### src/rtl/pwu_pkg.sv
// Shared widths and types for the page-walk unit front end.
package pwu_pkg;
  localparam int VA_W       = 32;
  localparam int PA_W       = 28;
  localparam int INFLIGHT_W = 4;

  typedef logic [VA_W-1:0] va_t;
endpackage

### src/rtl/va_fifo.sv
// Synchronous FIFO with flush; head data is read combinationally from the read pointer.
module va_fifo
  import pwu_pkg::*;
#(
  parameter int DEPTH = 4,
  parameter int W     = VA_W
) (
  input  logic                         clk_i,
  input  logic                         resetn_i,
  input  logic                         push_i,
  input  logic                         pop_i,
  input  logic                         flush_i,
  input  logic [W-1:0]                 data_i,
  output logic [W-1:0]                 head_o,
  output logic [$clog2(DEPTH+1)-1:0]   count_o,
  output logic                         empty_o,
  output logic                         full_o
);
  localparam int PTR_W = $clog2(DEPTH);
  localparam int CNT_W = $clog2(DEPTH+1);

  logic [W-1:0]     r_mem [DEPTH];
  logic [PTR_W-1:0] r_wr_ptr;
  logic [PTR_W-1:0] r_rd_ptr;
  logic [CNT_W-1:0] r_count;

  always_ff @(posedge clk_i) begin
    if (!resetn_i) begin
      r_wr_ptr <= '0;
      r_rd_ptr <= '0;
      r_count  <= '0;
      // NOTE: storage is reset so the head reads as zero out of reset; only affordable because DEPTH is tiny.
      for (int i = 0; i < DEPTH; i++) r_mem[i] <= '0;
    end else if (flush_i) begin
      r_wr_ptr <= '0;
      r_rd_ptr <= '0;
      r_count  <= '0;
    end else begin
      if (push_i) begin
        r_mem[r_wr_ptr] <= data_i;
        r_wr_ptr        <= r_wr_ptr + PTR_W'(1);
      end
      if (pop_i) r_rd_ptr <= r_rd_ptr + PTR_W'(1);
      case ({push_i, pop_i})
        2'b10:   r_count <= r_count + CNT_W'(1);
        2'b01:   r_count <= r_count - CNT_W'(1);
        default: r_count <= r_count;
      endcase
    end
  end

  assign head_o  = r_mem[r_rd_ptr];
  assign count_o = r_count;
  assign empty_o = (r_count == '0);
  assign full_o  = (r_count == CNT_W'(DEPTH));
endmodule

### src/rtl/va_issue_queue.sv
// VA request queue feeding the page-walk unit, metered by an in-flight credit counter.
// Optional same-cycle bypass of an empty queue is enabled with `define VA_ISSUE_BYPASS_EN.
module va_issue_queue
  import pwu_pkg::*;
#(
  parameter int DEPTH        = 4,
  parameter int MAX_INFLIGHT = 4
) (
  input  logic                       clk_i,
  input  logic                       resetn_i,
  input  va_t                        req_va_i,
  input  logic                       req_vld_i,
  output logic                       req_rdy_o,
  output va_t                        va_o,
  output logic                       va_vld_o,
  input  logic                       va_rdy_i,
  input  logic                       pa_vld_i,
  input  logic                       pa_rdy_i,
  input  logic                       flush_i,
  output logic [$clog2(DEPTH+1)-1:0] count_o,
  output logic [INFLIGHT_W-1:0]      inflight_o,
  output logic                       empty_o,
  output logic                       full_o
);
  logic [INFLIGHT_W-1:0] r_inflight;
  va_t  w_head;
  logic w_empty, w_full, w_credit, w_fifo_vld;
  logic w_push, w_pop, w_done, w_fifo_push, w_fifo_pop;

  assign w_credit   = (r_inflight < INFLIGHT_W'(MAX_INFLIGHT));
  assign w_fifo_vld = ~w_empty & w_credit;
  assign req_rdy_o  = ~w_full;
  assign w_push     = req_vld_i & req_rdy_o;
  assign w_pop      = va_vld_o & va_rdy_i;
  // Completions with nothing outstanding (e.g. for walks issued before a reset) are dropped.
  assign w_done     = pa_vld_i & pa_rdy_i & (r_inflight != '0);

`ifdef VA_ISSUE_BYPASS_EN
  logic w_bypass;
  assign w_bypass    = w_empty & ~flush_i & w_credit;
  assign va_vld_o    = w_bypass ? req_vld_i : w_fifo_vld;
  assign va_o        = w_bypass ? req_va_i  : w_head;
  assign w_fifo_push = w_push & ~(w_bypass & va_rdy_i);
  assign w_fifo_pop  = w_pop & ~w_bypass;
`else
  assign va_vld_o    = w_fifo_vld;
  assign va_o        = w_head;
  assign w_fifo_push = w_push;
  assign w_fifo_pop  = w_pop;
`endif

  va_fifo #(.DEPTH(DEPTH), .W(VA_W)) u_fifo (
    .clk_i    (clk_i),
    .resetn_i (resetn_i),
    .push_i   (w_fifo_push),
    .pop_i    (w_fifo_pop),
    .flush_i  (flush_i),
    .data_i   (req_va_i),
    .head_o   (w_head),
    .count_o  (count_o),
    .empty_o  (w_empty),
    .full_o   (w_full)
  );

  // A pop in the flush cycle still reached the walker, so it is counted regardless of flush_i.
  always_ff @(posedge clk_i) begin
    if (!resetn_i) begin
      r_inflight <= '0;
    end else begin
      case ({w_pop, w_done})
        2'b10:   r_inflight <= r_inflight + INFLIGHT_W'(1);
        2'b01:   r_inflight <= r_inflight - INFLIGHT_W'(1);
        default: r_inflight <= r_inflight;
      endcase
    end
  end

  assign inflight_o = r_inflight;
  assign empty_o    = w_empty;
  assign full_o     = w_full;
endmodule
### config.mk
export PLATFORM = sky130hd
export DESIGN_NAME = va_issue_queue
export DESIGN_NICKNAME = d
export VERILOG_FILES = /design/src/rtl/pwu_pkg.sv /design/src/rtl/va_fifo.sv /design/src/rtl/va_issue_queue.sv
export SDC_FILE = /design/constraint.sdc
export NUM_CORES = 1
export LEC_CHECK = 0
export CAP_MARGIN = 30
export CORE_ASPECT_RATIO = 1.1
export CORE_MARGIN = 3
export CORE_UTILIZATION = 30
export CTS_CLUSTER_SIZE = 24
export DETAILED_ROUTE_END_ITERATION = 12
export REMOVE_ABC_BUFFERS = 1
export SETUP_SLACK_MARGIN = 0.4
export SLEW_MARGIN = 15
export SYNTH_ARGS = -nofsm -noshare
export SYNTH_HDL_FRONTEND = slang
export SYNTH_HIERARCHICAL = 1
export SYNTH_SLANG_ARGS = --single-unit
### constraint.sdc
create_clock -name clk_i -period 4.3 [get_ports clk_i]
set_clock_uncertainty 0.2 [all_clocks]
set_input_delay 0.86 -clock clk_i [delete_from_list [all_inputs] [get_ports clk_i]]
set_output_delay 0.86 -clock clk_i [all_outputs]
set_load 0.05 [all_outputs]
==> flow_summary.ini <==
[sta]
setup-tns-final_ns = 0
finalSetupViolCount = 0
slew_headroom = 0.379
final_hold_viol_count = 0
drv_slew = 0
fmaxAchievable_ghz = 0.276
period_needed_ns = 3.63
worst_pin_slew_ns = 0.932
post-route-period-util = 0.844
rsz0062_at_grt = false

[synth]
synth_top_area_frac = 0.635
synth_area_um2 = 6050
synth_area_leaders = edfxtp_1, mux4_2, nor2_1, dfxtp_1, nand2_1
yosysWarnings = 6
synth.distinct_cells = 35
ys.flop_type = edfxtp_1
postSynthAreaPerCell_um2 = 14.1
synth_edf_count = 128
synthCells = 430
yosysSeqAreaShare = 0.678
yosysTopAreaCell = edfxtp_1
synth_seq_cells = 141
synthArstFlopShare = 0

[cts]
htreeDepth = 4
cts_setup_buffers = 0
cts_resized = 0
clockBufferDepth = 2
clk_pin_slew_worst_paths_ns = 0.06
insertion_delay_ns = 0.41
cts_buffers = 17
cts_tree = yes
cts.sinks = 141
cts_root_buffer = clkbuf_16
hold_buffers = 0

[global_routing]
track_usage = 0.133
grt_pass1_wl_um = 22300
grt_max_degree = 33
grt_pass1_vias = 4073
grt_overflow = 0
antenna_found_initial = 0

[floorplanning]
die_x_um = 141
rows = 53
die_h_um = 155
die_area_um2 = 21900
coreArea_um2 = 19400
initial_core_util = 0.312
pin_count = 82

[cells_and_area]
antenna_cells = 0
layout.nets = 563
drive_gt1_frac = 0.160
final_cell_area_um2 = 7760
area_growth_pct = 28.1

[routing]
drt-initial-drc-count = 230
wire_per_inst_um = 18.1
vias_per_cell = 4.74
ant_nets = 0
remaining_drc_errors = 0
dr_total_vias = 3689
first_pass_iters = 4
wl_um = 14100

[status]
outcome = finished clean

[worst_hold_path]
hold_end = inflight_o[3]$_SDFFE_PN0P_
worstHoldPathCells = 2
holdCritStartpoint = inflight_o[3]$_SDFFE_PN0P_
hp-class = flop to flop

[critical_path]
startpoint_type = flop
r2r-start = u_fifo/count_o[1]$_SDFFE_PP0P_
slowest_delay_ns = 0.94
worstRegToRegCells = 7
critical_path_arrival_ns = 2.57
path_class = flop to primary output
crit_chain = mux4_2, clkdlybuf4s50_1
end_kind = primary output
critPathMaxFanout = 32
crit_slowest_cell = dfxtp_2
r2r_slack_ns = 1.61
required_ns = 3.24
timing.rr.end = u_fifo/r_mem[1][18]$_SDFFCE_PN0P_

[place]
numPortBuffers = 81
place_area_um2 = 7130
dp_hpwl_um = 8860
gp_congestion = 0.729

[power_and_ir_drop]
p_per_area_nw_per_um2 = 443
peakVddDrop_v = 0.000266
leakagePower_nw = 2.74

[job]
max_cap_viol_count = 0
==> power by group <==
group | internal, W | switching, W
clock | 0.000941 | 0.000534
sequential | 0.00156 | 0.0000222
combinational | 0.000138 | 0.000236
==> metal layers <==
metal | vias to the layer above | part of all wire | routed length, um | track usage
met5 | - | 0 | 0 | 0
met4 | 0 | 0.0064 | 90 | 0.0416
met1 | 1863 | 0.41 | 5800 | 0.165
met3 | 8 | 0.060 | 846 | 0.0372
li1 | 1708 | - | - | -
met2 | 110 | 0.52 | 7360 | 0.227
==> state kept, by name, summed over array words and instances, names as in the netlist, named ones only <==
| register | count |
|---|---|
| u_fifo/r_mem | 128 |
| inflight_o | 4 |
| u_fifo/count_o | 3 |
| u_fifo/r_rd_ptr | 2 |
| u_fifo/r_wr_ptr | 2 |
==> cells by family (layout without fill, tap and decap cells) <==
| group | after synthesis | after routing | share of synthesized area |
|---|---|---|---|
| compound gates | 9 | 9 | 0.00889 |
| simple gates | 200 | 200 | 0.132 |
| buf+inv | 32 | 134 | 0.0329 |
| fa+ha+maj | 5 | 5 | 0.0116 |
| flops | 141 | 141 | 0.678 |
| xor+xnor | 9 | 9 | 0.0130 |
| mux | 34 | 34 | 0.124 |
==> worst max-delay path by stage <==
stage                                         from                                 to  slack [ns]  depth (start not counted)
finish                                        flop                           va_o[23]        0.67                          2
detailed placement                       req_vld_i  u_fifo/r_mem[1][25]$_SDFFCE_PN0P_        0.95                          6
floorplan           u_fifo/count_o[0]$_SDFFE_PP0P_     u_fifo/count_o[2]$_SDFFE_PP0P_        0.21                         10
global route                                  flop                           va_o[19]        0.53                          2
CTS                                           flop                            va_o[7]        0.60                          2
global placement                         req_vld_i  u_fifo/r_mem[1][25]$_SDFFCE_PN0P_        0.97                          6
==> worst max-delay path: cells and delay by family, from the launching register on <==
family	cells	cell delay (ns)
flops	1	0.94
mux	1	0.37
buf+inv	1	0.83
==> per-stage QoR <==
stage	setup WS (ns)	hold slack, ns	utilization	instances	total power, W
after floorplan	0.210	0.285	-	405	0.00183
after global placement	0.973	0.292	0.367	747	0.00198
after detailed placement	0.951	0.311	0.367	747	0.00199
after CTS	0.595	0.323	0.399	779	0.00347
after global routing	0.533	0.365	0.399	779	0.00355
final	0.671	0.319	0.399	779	0.00343
==> area by class of cell <==
class | instances | area (um^2)
timing repair buffer | 95 | 923
clock inverter | 6 | 36.3
tap | 247 | 309
inverter | 7 | 26.3
clock buffer | 26 | 586
sequential | 141 | 4110
multi-input combinational | 257 | 1770
fill | 1823 | 11700
==> synthesized netlist by cell type (2+ instances only) <==
library cell and count:
nor2_1 138, edfxtp_1 128, nand2_1 45, mux4_2 30, buf_2 18, dfxtp_1 13, inv_1 7, xor2_1 6
ha_1 4, buf_12 3, clkbuf_1 3, nor2b_1 3, o21ai_0 3, xnor2_1 3, a21oi_1 2, mux2i_1 2
mux4_1 2, nor3_1 2, or3_1 2
==> layout by cell type, fill, tap and decap left out, drive strengths merged, types with 2 or more instances in the layout <==
cell type and count:
nor2 138, edfxtp 128, clkdlybuf4s50 80, nand2 45, mux4 32, clkbuf 26, buf 15, dfxtp 13
inv 9, xor2 6, ha 4, o21ai 4, clkinv 4, nor2b 3, xnor2 3, a21oi 3
nor3 2, or3 2, mux2i 2, nand3 2
No activity file was read; power rests on OpenSTA's default activity.
